<file path="src/rtl/ue_pkg.sv">
// Shared definitions for the runner game: obstacle column codes, generator
// FSM states and the LFSR feedback taps.
package ue_pkg;

    localparam logic [1:0] OBS_NONE = 2'b00;
    localparam logic [1:0] OBS_LOW  = 2'b01;
    localparam logic [1:0] OBS_HIGH = 2'b10;

    typedef enum logic [1:0] {
        ST_IDLE = 2'd0,
        ST_RUN  = 2'd1,
        ST_DEAD = 2'd2
    } gen_state_e;

    // x^16 + x^14 + x^13 + x^11 + 1 -> bits 15, 13, 12, 10 of a left-shifting register
    localparam logic [15:0] LFSR_TAPS = 16'hB400;

endpackage

</file>
<file path="src/rtl/map_generator_lfsr16.sv">
// 16-bit Fibonacci LFSR, shifting left with feedback into bit 0; steps only on advance.
module lfsr16
    import ue_pkg::*;
#(
    parameter logic [15:0] SEED = 16'hACE1
) (
    input  logic        clk,
    input  logic        rst_n,
    input  logic        advance,
    output logic [15:0] state
);

    logic feedback;

    assign feedback = ^(state & LFSR_TAPS);

    always_ff @(posedge clk) begin
        if (!rst_n) begin
            state <= SEED;
        end else if (advance) begin
            // the all-zero state is a lock-up point, so reseed instead
            if (state == 16'h0000) state <= SEED;
            else                   state <= {state[14:0], feedback};
        end
    end

endmodule

</file>
<file path="src/rtl/map_generator.sv">
// Scrolling obstacle map: shifts a new 2-bit column in every TICK_DIV cycles while
// running, with a guaranteed run of empty columns after every obstacle.
module map_generator
    import ue_pkg::*;
#(
    parameter int          TICK_DIV  = 25_000_000,
    parameter int          MIN_GAP   = 2,
    parameter logic [15:0] LFSR_SEED = 16'hACE1
) (
    input  logic        clk,
    input  logic        rst_n,
    input  logic        start,
    input  logic        is_dead,
    output logic [15:0] map,
    output logic        tick,
    output logic        running,
    output logic [15:0] cols_passed
);

    localparam int DIV_W = $clog2(TICK_DIV);
    localparam int GAP_W = $clog2(MIN_GAP + 2);

    gen_state_e       state;
    logic [DIV_W-1:0] divider;
    logic [GAP_W-1:0] gap_cnt;
    logic [GAP_W-1:0] gap_next;
    logic [1:0]       new_col;
    logic [15:0]      lfsr_state;
    logic             div_last;
    logic             step;
    logic             advance;

    assign div_last = (divider == DIV_W'(TICK_DIV - 1));
    // a tick is taken only when neither abort nor death lands on the same edge
    assign step     = (state == ST_RUN) && start && !is_dead && div_last;
    assign advance  = (state == ST_IDLE) || step;
    assign running  = (state == ST_RUN);

    lfsr16 #(.SEED(LFSR_SEED)) u_lfsr (
        .clk    (clk),
        .rst_n  (rst_n),
        .advance(advance),
        .state  (lfsr_state)
    );

    always_comb begin
        new_col  = OBS_NONE;
        gap_next = gap_cnt;
        if (gap_cnt < GAP_W'(MIN_GAP)) begin
            gap_next = gap_cnt + 1'b1;
        end else begin
            if (lfsr_state[1:0] != 2'b11) new_col = lfsr_state[1:0];
            if (new_col != OBS_NONE)      gap_next = '0;
        end
    end

    always_ff @(posedge clk) begin
        if (!rst_n) begin
            state       <= ST_IDLE;
            map         <= '0;
            tick        <= 1'b0;
            cols_passed <= '0;
            divider     <= '0;
            gap_cnt     <= '0;
        end else begin
            tick <= 1'b0;
            case (state)
                ST_IDLE: begin
                    map         <= '0;
                    cols_passed <= '0;
                    divider     <= '0;
                    gap_cnt     <= '0;
                    if (start) state <= ST_RUN;
                end
                ST_RUN: begin
                    if (!start) begin
                        state       <= ST_IDLE;
                        map         <= '0;
                        cols_passed <= '0;
                        divider     <= '0;
                        gap_cnt     <= '0;
                    end else if (is_dead) begin
                        state <= ST_DEAD;
                    end else if (div_last) begin
                        divider <= '0;
                        map     <= {map[13:0], new_col};
                        tick    <= 1'b1;
                        gap_cnt <= gap_next;
                        if (cols_passed != 16'hFFFF) cols_passed <= cols_passed + 16'd1;
                    end else begin
                        divider <= divider + 1'b1;
                    end
                end
                ST_DEAD: begin
                    if (!start) begin
                        state       <= ST_IDLE;
                        map         <= '0;
                        cols_passed <= '0;
                        divider     <= '0;
                        gap_cnt     <= '0;
                    end
                end
                default: state <= ST_IDLE;
            endcase
        end
    end

endmodule

</file>
<file path="config.mk">
export PLATFORM = sky130hd
export DESIGN_NAME = map_generator
export DESIGN_NICKNAME = d
export VERILOG_FILES = /design/src/rtl/ue_pkg.sv /design/src/rtl/map_generator_lfsr16.sv /design/src/rtl/map_generator.sv
export SDC_FILE = /design/constraint.sdc
export NUM_CORES = 1
export LEC_CHECK = 0
export ABC_CLOCK_PERIOD_IN_PS = 4920
export CAP_MARGIN = 10
export CORE_ASPECT_RATIO = 1.5
export CORE_MARGIN = 2
export CORE_UTILIZATION = 55
export CTS_BUF_LIST = sky130_fd_sc_hd__clkbuf_2
export DETAILED_ROUTE_END_ITERATION = 16
export PLACE_DENSITY = 0.77
export SYNTH_ARGS = -nofsm -noshare
export SYNTH_HDL_FRONTEND = slang
export SYNTH_SLANG_ARGS = --single-unit
</file>
<file path="constraint.sdc">
create_clock -name clk -period 4.92 [get_ports clk]
set_clock_uncertainty 0.15 [all_clocks]
set_input_delay 0.492 -clock clk [delete_from_list [all_inputs] [get_ports clk]]
set_output_delay 0.492 -clock clk [all_outputs]
set_load 0.02 [all_outputs]
</file>
# --- Word-level counts from Yosys, hierarchy flattened ---
# Index checks and enable logic that the tools add are counted.
word_totals:
  ff_bits: 78
  inputBits: 4
  output_inout_bits: 34
  wordCells: 73
op_classes:
  n_addsub: 3
  order_cmp: 1
  n_eq_ne: 12
  n_mux: 31
  n_bitwise: 3
  n_reduce_logical: 16
ops:
  columns: ["cell", "count"]
  rows:
  - ["$mux 16", 9]
  - ["$mux 25", 4]
  - ["$pmux 16 s3", 2]
  - ["$pmux 25 s3", 1]
  - ["$add 25x1->25 const B", 1]
  - ["$eq 25x25->1 const B", 1]
  - ["$mux 2", 12]
  - ["$add 16x1->16 const B", 1]
  - ["$logic_not 16->1", 1]
  - ["$ne 16x16->1 const B", 1]
  - ["$reduce_xor 16->1", 1]
  - ["$pmux 2 s3", 2]
  - ["$reduce_and 5->1", 2]
  - ["$ne 2x2->1 const B", 3]
  - ["$ne 3x2->1 const B", 2]
  - ["$ne 3x3->1 const B", 2]
  - ["$reduce_and 3->1", 2]
  - ["$ne 4x2->1 const B", 1]
  - ["$reduce_and 4->1", 1]
  - ["$reduce_or 4->1", 1]
  - ["$logic_and 1x1->1", 3]
  - ["$not 1->1", 3]
  - ["$reduce_bool 3->1", 1]
  - ["$add 2x1->2 const B", 1]
  - ["8 further kinds", 8]

# --- Longest topological paths before layout ---
# Gate-level depths: netlist (run 1).
depth:
  word_depth: 10
  depth_mapped: 10
  ltp_nobuf: 6

# --- Hierarchy ---
# Synthesis (run 1) repeated with hierarchy kept, for this count alone.
hier_totals:
  cells_unflattened: 396
  area_unflattened_um2: 3590.9
by_module_without_submodules:
  columns: ["mod", "n_inst", "cells_per_inst", "area_each_um2", "seq_area_each_um2"]
  rows:
  - ["map_generator", 1, 338, 2937.8, 1241.2]
  - ["lfsr16", 1, 58, 653.1, 320.3]

# --- Least setup slack after synthesis (run 1) ---
# No wires, ideal clock.
synth_timing:
  kind: "register to register"
  startpoint: "reg divider[9]"
  endpoint: "reg u_lfsr.state[10]"
  setup_ns: 0.117
  arrival_time_ns: 2.157
  t_required_ns: 4.653
  slack_ns: 2.496
  path_stages_with_launch: 8
  n_path_buf: 2
  period_less_slack_ns: 2.424
  cell_sequence: "dfxtp_1 -> or4b_4 -> nor4_4 -> and4_1 -> buf_4 -> o21ai_1 -> buf_2 -> o22a_1"
synth_via:
  elab_chain_len: 3
synth_lines:
  columns: ["item", "line", "source"]
  rows:
  - ["start, declared", "map_generator.sv:24", "logic [DIV_W-1:0] divider;"]
  - ["start signal, assigned", "map_generator.sv:91", "divider <= divider + 1'b1;"]
  - ["$eq 25x25->1", "map_generator.sv:33", "assign div_last = (divider == DIV_W'(TICK_DIV - 1));"]
  - ["$logic_and 1x1->1", "map_generator.sv:35", "assign step = (state == ST_RUN) && start && !is_dead && div_last;"]
  - ["$logic_or 1x1->1", "map_generator.sv:36", "assign advance = (state == ST_IDLE) || step;"]
  - ["end signal, assigned", "map_generator_lfsr16.sv:23", "else state <= {state[14:0], feedback};"]
  - ["end, declared", "map_generator_lfsr16.sv:10", "output logic [15:0] state"]
# Every way passes these cells.
# A chain may end at the register's enable or synchronous reset.

# --- Final worst setup path (run 1) ---
layout_timing:
  startpoint: "reg divider[9]"
  endpoint: "reg u_lfsr.state[1]"
# The elaborated chain is that of the path after synthesis.

==> impl_metrics.py, run 1 <==
metrics = {
    "status": {
        "status": "finished clean",
    },
    "timing": {
        "tns_ns": 0,
        "drv_slew": 0,
        "tightest_slew_ns": 0.893,
        "fmax_mhz": 345,
        "rsz0062_at_grt": "false",
        "fin_crit_ns": 2.90,
        "final-hold-violation-count": 0,
        "relSlewSlack_pct": 39.9,
        "final-setup-viol-count": 0,
        "fin_crit_sh_pct": 59.0,
    },
    "routing": {
        "wl_per_cell_um": 17.1,
        "drt_iter0_drc": 279,
        "ant_nets": 0,
        "first_pass_iters": 5,
        "drc": 0,
        "finalWirelength_um": 9270,
        "num_vias": 3472,
        "vias_per_cell": 6.42,
    },
    "critical_path": {
        "slowest_delay_ns": 0.60,
        "worstSetupEndpointType": "flop",
        "crit_slowest_cell": "or4b_4",
        "reg2reg_depth": 5,
        "cp.buffers_inverters": 0,
        "crit_required_ns": 5.16,
        "cp-start-kind": "flop",
        "critical_path_arrival_ns": 3.14,
        "crit_cells": 5,
        "r2r-start": "divider[9]",
        "crit_chain": "or4b_4, nor4_4, nand4_1, nand3_1, o22ai_1",
        "crit_type": "flop to flop",
        "critPathLaunch": "divider[9]",
        "cp_top_family": "simple AND/OR/NAND/NOR gates",
        "crit_fanout": 11,
    },
    "yosys": {
        "syn_nets": 440,
        "synth.avg_cell_area_um2": 8.96,
        "syn-instance-count": 430,
        "yosysUniqueCellTypes": 71,
        "ys_warn_count": 0,
        "async_flop_share_pct": 0,
        "netlist_area_um2": 3850,
        "synth_edf_count": 0,
        "ys_seq_elements": 78,
        "ys_seq_area_share_pct": 40.5,
        "ys.flop_type": "dfxtp_1",
    },
    "hold_path": {
        "hp-start": "map[15]",
        "hold_depth": 2,
        "holdCritPathClass": "flop to flop",
    },
    "die": {
        "io_pins": 38,
        "die_y_um": 107,
        "start_util_pct": 56.6,
        "core_um2": 6810,
        "die-area_um2": 7710,
        "row_count": 37,
        "die_w_um": 72.4,
    },
    "power": {
        "ir_worst_vdd_v": 0.000134,
        "p_leak_nw": 1.44,
        "p_per_area_nw_per_um2": 259,
        "power.total_mw": 1.13,
    },
    "final_layout": {
        "drive_above_1_share_pct": 8.42,
        "nNetsFinal": 469,
        "diodes": 0,
        "syn_to_final_growth_pct": 12.8,
        "fillers": 590,
        "final_cells": 541,
    },
    "clock_network": {
        "cts.repair.resized": 0,
        "hold_buffers": 0,
        "htree_levels": 3,
        "clk_latency_ns": 0.51,
        "post_cts_buffers": 0,
        "tritoncts": "built",
        "clockBufferDepth": 2,
        "cts_root_buffer": "clkbuf_2",
        "clk_pin_slew_worst_paths_ns": 0.21,
        "numClockSinks": 78,
        "numCtsBuffers": 9,
    },
    "grt": {
        "grt_max_degree": 32,
        "grt_pass1_wl_um": 15900,
        "gr-total-overflow": 0,
        "grt_pass1_vias": 3317,
        "grt_use_total_pct": 25.9,
        "antenna_found_initial": 0,
    },
    "run": {
        "drv_cap": 0,
    },
    "placed_design": {
        "port_buffers": 37,
        "globalplace.congestion": 0.886,
        "hpwl_um": 6520,
        "placedCellCount": 526,
    },
}
path summary, 6_finish.rpt:
path	to	slack, ns
hold reg to reg	map[15]	0.33
hold / removal	map[15]	0.33
setup reg to reg	u_lfsr.state[1]	2.02
setup / recovery	u_lfsr.state[1]	2.02
per-layer routing:
| layer | GRT usage (%) | share of wire, % |
|---|---|---|
| met3 | 4.17 | 4.6 |
| met5 | 0 | 0 |
| met2 | 43.1 | 52 |
| met4 | 13.1 | 3.1 |
| met1 | 31.8 | 41 |
layout by cell type (no fill, tap or decap), types with 5 or more instances in the layout:
cell and instances:
and4_1 5, o211ai_1 5, a22o_1 10, dfxtp_1 78, ha_1 6, nand2_1 34, xor2_1 16, or4_1 5
nand4_1 23, a31oi_1 9, o21ai_0 12, a21oi_1 20, nor4_1 8, o22a_1 8, and3_1 6, clkbuf_2 9
mux2i_1 6, o31ai_1 5, clkdlybuf4s50_1 37, nand3_1 27, inv_1 7, buf_4 5, nor2_1 35, and2_1 7
power breakdown:
| part | switching [mW] | internal (mW) | leakage, nW | total, mW |
|---|---|---|---|---|
| sequential | 0.0124 | 0.648 | 0.632 | 0.660 |
| combinational | 0.0463 | 0.0310 | 0.730 | 0.0774 |
| clock | 0.223 | 0.166 | 0.0798 | 0.389 |
kinds of logic after synthesis:
group / Yosys count / share of synthesized area [%]
fa+ha+maj: 6 / 1.95
mux: 6 / 1.56
xor+xnor: 20 / 4.54
flops: 78 / 40.5
buf+inv: 31 / 4.45
simple gates: 192 / 29.4
compound gates: 97 / 17.6
synthesized netlist by cell type (4+ instances only):
library cell | instances | share of area, %
and2_1 | 7 | 1.1
or3_1 | 4 | 0.65
clkbuf_1 | 9 | 0.88
and3_1 | 6 | 0.97
dfxtp_1 | 78 | 41
nand4_1 | 23 | 3.7
xor2_1 | 16 | 3.6
nand3_1 | 27 | 3.5
o31ai_1 | 5 | 0.97
o21ai_0 | 13 | 1.7
nand3b_1 | 4 | 0.78
and4_1 | 5 | 1.1
nor4_1 | 8 | 1.3
or4_1 | 5 | 0.97
o211ai_1 | 5 | 0.97
nor2_1 | 35 | 3.4
a22o_1 | 10 | 2.3
ha_1 | 6 | 1.9
o22ai_1 | 4 | 0.65
a31oi_1 | 9 | 1.5
a21oi_1 | 20 | 2.6
inv_1 | 7 | 0.68
nand2_1 | 34 | 3.3
nor3_1 | 4 | 0.52
xnor2_1 | 4 | 0.91
buf_2 | 5 | 0.65
mux2i_1 | 6 | 1.6
o22a_1 | 8 | 1.8
stage by stage:
step | area, µm² | hold slack, ns | utilization (%) | setup WS (ns)
2_1_floorplan | 3850 | 0.286 | - | 2.50
6_report | 4350 | 0.333 | 63.9 | 2.02
3_3_place_gp | 4220 | 0.294 | 61.9 | 1.87
5_1_grt | 4350 | 0.362 | 63.9 | 1.79
3_5_place_dp | 4220 | 0.302 | 61.9 | 1.83
4_1_cts | 4350 | 0.338 | 63.9 | 1.98
layout make-up:
cell class,instances,area (µm²),area share (%)
Multi-Input combinational cell,321,2120,48.8
Sequential cell,78,1560,35.9
Timing Repair Buffer,42,408,9.38
Tap cell,78,97.6,2.25
Clock inverter,6,86.3,1.99
Clock buffer,9,45.0,1.04
Inverter,7,26.3,0.604
registers in the layout, indices dropped and copies added, names as in the netlist:
signal / flops
state: 2
gap_cnt: 2
tick: 1
cols_passed: 16
divider: 25
map: 16
u_lfsr.state: 16
worst register-to-register path, cell delays in order (launching register included):
cell	delay, ns
dfxtp_1	0.42
or4b_4	0.60
nor4_4	0.59
nand4_1	0.40
nand3_1	0.47
o22ai_1	0.15
No activity file was read; power rests on OpenSTA's default activity.
==> run 2, diff against run 1 <==
--- a/config.mk
+++ b/config.mk
@@ -5,14 +5,14 @@
 export SDC_FILE = /design/constraint.sdc
 export NUM_CORES = 1
 export LEC_CHECK = 0
-export ABC_CLOCK_PERIOD_IN_PS = 4920
+export ABC_CLOCK_PERIOD_IN_PS = 2550
 export CAP_MARGIN = 10
 export CORE_ASPECT_RATIO = 1.5
 export CORE_MARGIN = 2
-export CORE_UTILIZATION = 55
+export CORE_UTILIZATION = 53
 export CTS_BUF_LIST = sky130_fd_sc_hd__clkbuf_2
 export DETAILED_ROUTE_END_ITERATION = 16
-export PLACE_DENSITY = 0.77
+export PLACE_DENSITY = 0.78
 export SYNTH_ARGS = -nofsm -noshare
 export SYNTH_HDL_FRONTEND = slang
 export SYNTH_SLANG_ARGS = --single-unit
==> constraint.sdc (replaced) <==
create_clock -name clk -period 2.55 [get_ports clk]
set_clock_uncertainty 0.15 [all_clocks]
set_input_delay 0.255 -clock clk [delete_from_list [all_inputs] [get_ports clk]]
set_output_delay 0.255 -clock clk [all_outputs]
set_load 0.02 [all_outputs]
==> impl_metrics.py, run 2 (same netlist as run 1, synthesis figures left out) <==
metrics = {
    "status": {
        "status": "finished clean",
    },
    "die": {
        "core_um2": 7130,
        "row_count": 38,
        "die-area_um2": 7990,
        "die_w_um": 73.6,
        "start_util_pct": 54.1,
        "io_pins": 38,
        "die_y_um": 108,
    },
    "routing": {
        "finalWirelength_um": 9520,
        "num_vias": 3578,
        "wl_per_cell_um": 16.5,
        "drc": 0,
        "vias_per_cell": 6.21,
        "ant_nets": 0,
        "first_pass_iters": 5,
        "drt_iter0_drc": 296,
    },
    "power": {
        "power.total_mw": 2.19,
        "p_sw_share_pct": 25.1,
        "p_leak_nw": 1.61,
        "p_per_area_nw_per_um2": 476,
        "internal-power_mw": 1.64,
        "ir_worst_vdd_v": 0.000351,
        "p_sw_mw": 0.550,
        "p_comb_share_pct": 7.6,
        "p_seq_share_pct": 58.2,
        "clkPwrFrac_pct": 34.3,
    },
    "final_layout": {
        "diodes": 0,
        "final_cells": 576,
        "final_cell_mix": "dfxtp_1 (78), clkdlybuf4s50_1 (37), buf_4 (37), nor2_1 (35), nand2_1 (34)",
        "drive_above_1_share_pct": 14.3,
        "syn_to_final_growth_pct": 19.1,
        "utilization_pct": 64.4,
        "regMostFlops": "divider",
        "multiInputGateArea_um2": 2120,
        "regArea_um2": 1560,
        "final_common_cell": "dfxtp_1",
        "largest_register_ffs": 25,
        "fillers": 608,
        "nNetsFinal": 501,
    },
    "clock_network": {
        "clk_latency_ns": 0.55,
        "numClockSinks": 78,
        "cts.repair.resized": 0,
        "hold_buffers": 0,
        "clk_pin_slew_worst_paths_ns": 0.22,
        "numCtsBuffers": 9,
        "htree_levels": 3,
        "tritoncts": "built",
        "clockBufferDepth": 2,
        "cts_root_buffer": "clkbuf_2",
    },
    "critical_path": {
        "cp-start-kind": "flop",
        "critical_path_arrival_ns": 2.74,
        "r2r-start": "divider[10]",
        "critPathLaunch": "divider[10]",
        "regToRegSetupSlack_ns": 0.12,
        "crit_fanout": 7,
        "worstSetupEndpointType": "flop",
        "crit_required_ns": 2.87,
        "crit_type": "flop to flop",
    },
    "timing": {
        "final-hold-violation-count": 0,
        "final-setup-viol-count": 0,
        "rsz0062_at_grt": "false",
        "tightest_slew_ns": 0.840,
        "worst_slack_ns": 0.123,
        "relSlewSlack_pct": 44.0,
        "fin_crit_ns": 2.43,
        "fmax_mhz": 412,
        "fin_crit_sh_pct": 95.2,
        "drv_slew": 0,
    },
    "grt": {
        "grt_pass1_wl_um": 15300,
        "grt_pass1_vias": 3318,
        "gr-total-overflow": 0,
        "antenna_found_initial": 0,
        "grt_max_degree": 31,
        "grt_use_total_pct": 24.8,
    },
    "placed_design": {
        "placedCellCount": 560,
        "port_buffers": 37,
        "globalplace.congestion": 0.954,
        "hpwl_um": 7060,
        "place_ws_ns": -0.0191,
    },
    "run": {
        "drv_cap": 0,
    },
    "hold_path": {
        "holdCritPathClass": "primary input to flop",
        "hp-start": "is_dead",
    },
}
[run 2: changes by cell type in the layout (fill, tap and decap cells not counted), sizes merged]
| cell | delta |
|---|---|
| buf | +32 |
| clkinvlp | +1 |
| inv | -1 |
| clkinv | +1 |
[run 2: timing repair]
item,in CTS,in global routing
setup endpoints to repair,0,3
endpoints found under the hold margin,0,0
buffers inserted,0,0
[run 2: layout make-up]
class | instances | area share (%)
sequential | 78 | 34.0
clock inverter | 7 | 1.93
multi-input combinational | 321 | 46.2
clock buffer | 9 | 0.981
timing repair buffer | 74 | 14.1
inverter | 7 | 0.572
tap | 80 | 2.18
[run 2: power by group through the flow]
stage	registers, mW	logic [mW]	clock network [mW]
2_1_floorplan	1.29	0.125	0
4_1_cts	1.27	0.165	0.763
3_3_place_gp	1.30	0.161	0
3_5_place_dp	1.30	0.164	0
5_1_grt	1.28	0.183	0.816
6_report	1.27	0.165	0.750
[run 2: path summary, 6_finish.rpt]
| kind | end | depth (start not counted) |
|---|---|---|
| worst max-delay path | cols_passed[5] | 6 |
| worst min-delay path | state[0] | 3 |
| worst max register to register | cols_passed[5] | 6 |
| worst min register to register | map[15] | 2 |
[run 2: critical path: stages, from the launching register on]
cell and delay, ns:
dfxtp_1 0.36, or4b_4 0.56, nor4_4 0.26, buf_4 0.23, nand2_4 0.07, or4_4 0.52
o41ai_2 0.20
[run 2: routing by layer]
metal | share of wire, % | vias up | GRT usage, %
li1 | - | 1753 | -
met1 | 40 | 1683 | 27.3
met2 | 52 | 123 | 43.9
met3 | 5.9 | 19 | 5.59
met4 | 2.9 | 0 | 11.6
met5 | 0 | - | 0
[run 2: per-stage QoR]
stage	area (µm²)	setup TNS [ns]	hold slack, ns
after floorplan	3850	0	0.251
final	4590	0	0.249
after CTS	4590	0	0.234
after global routing	4590	0	0.222
after global placement	4460	0	0.295
after detailed placement	4460	-0.0286	0.303
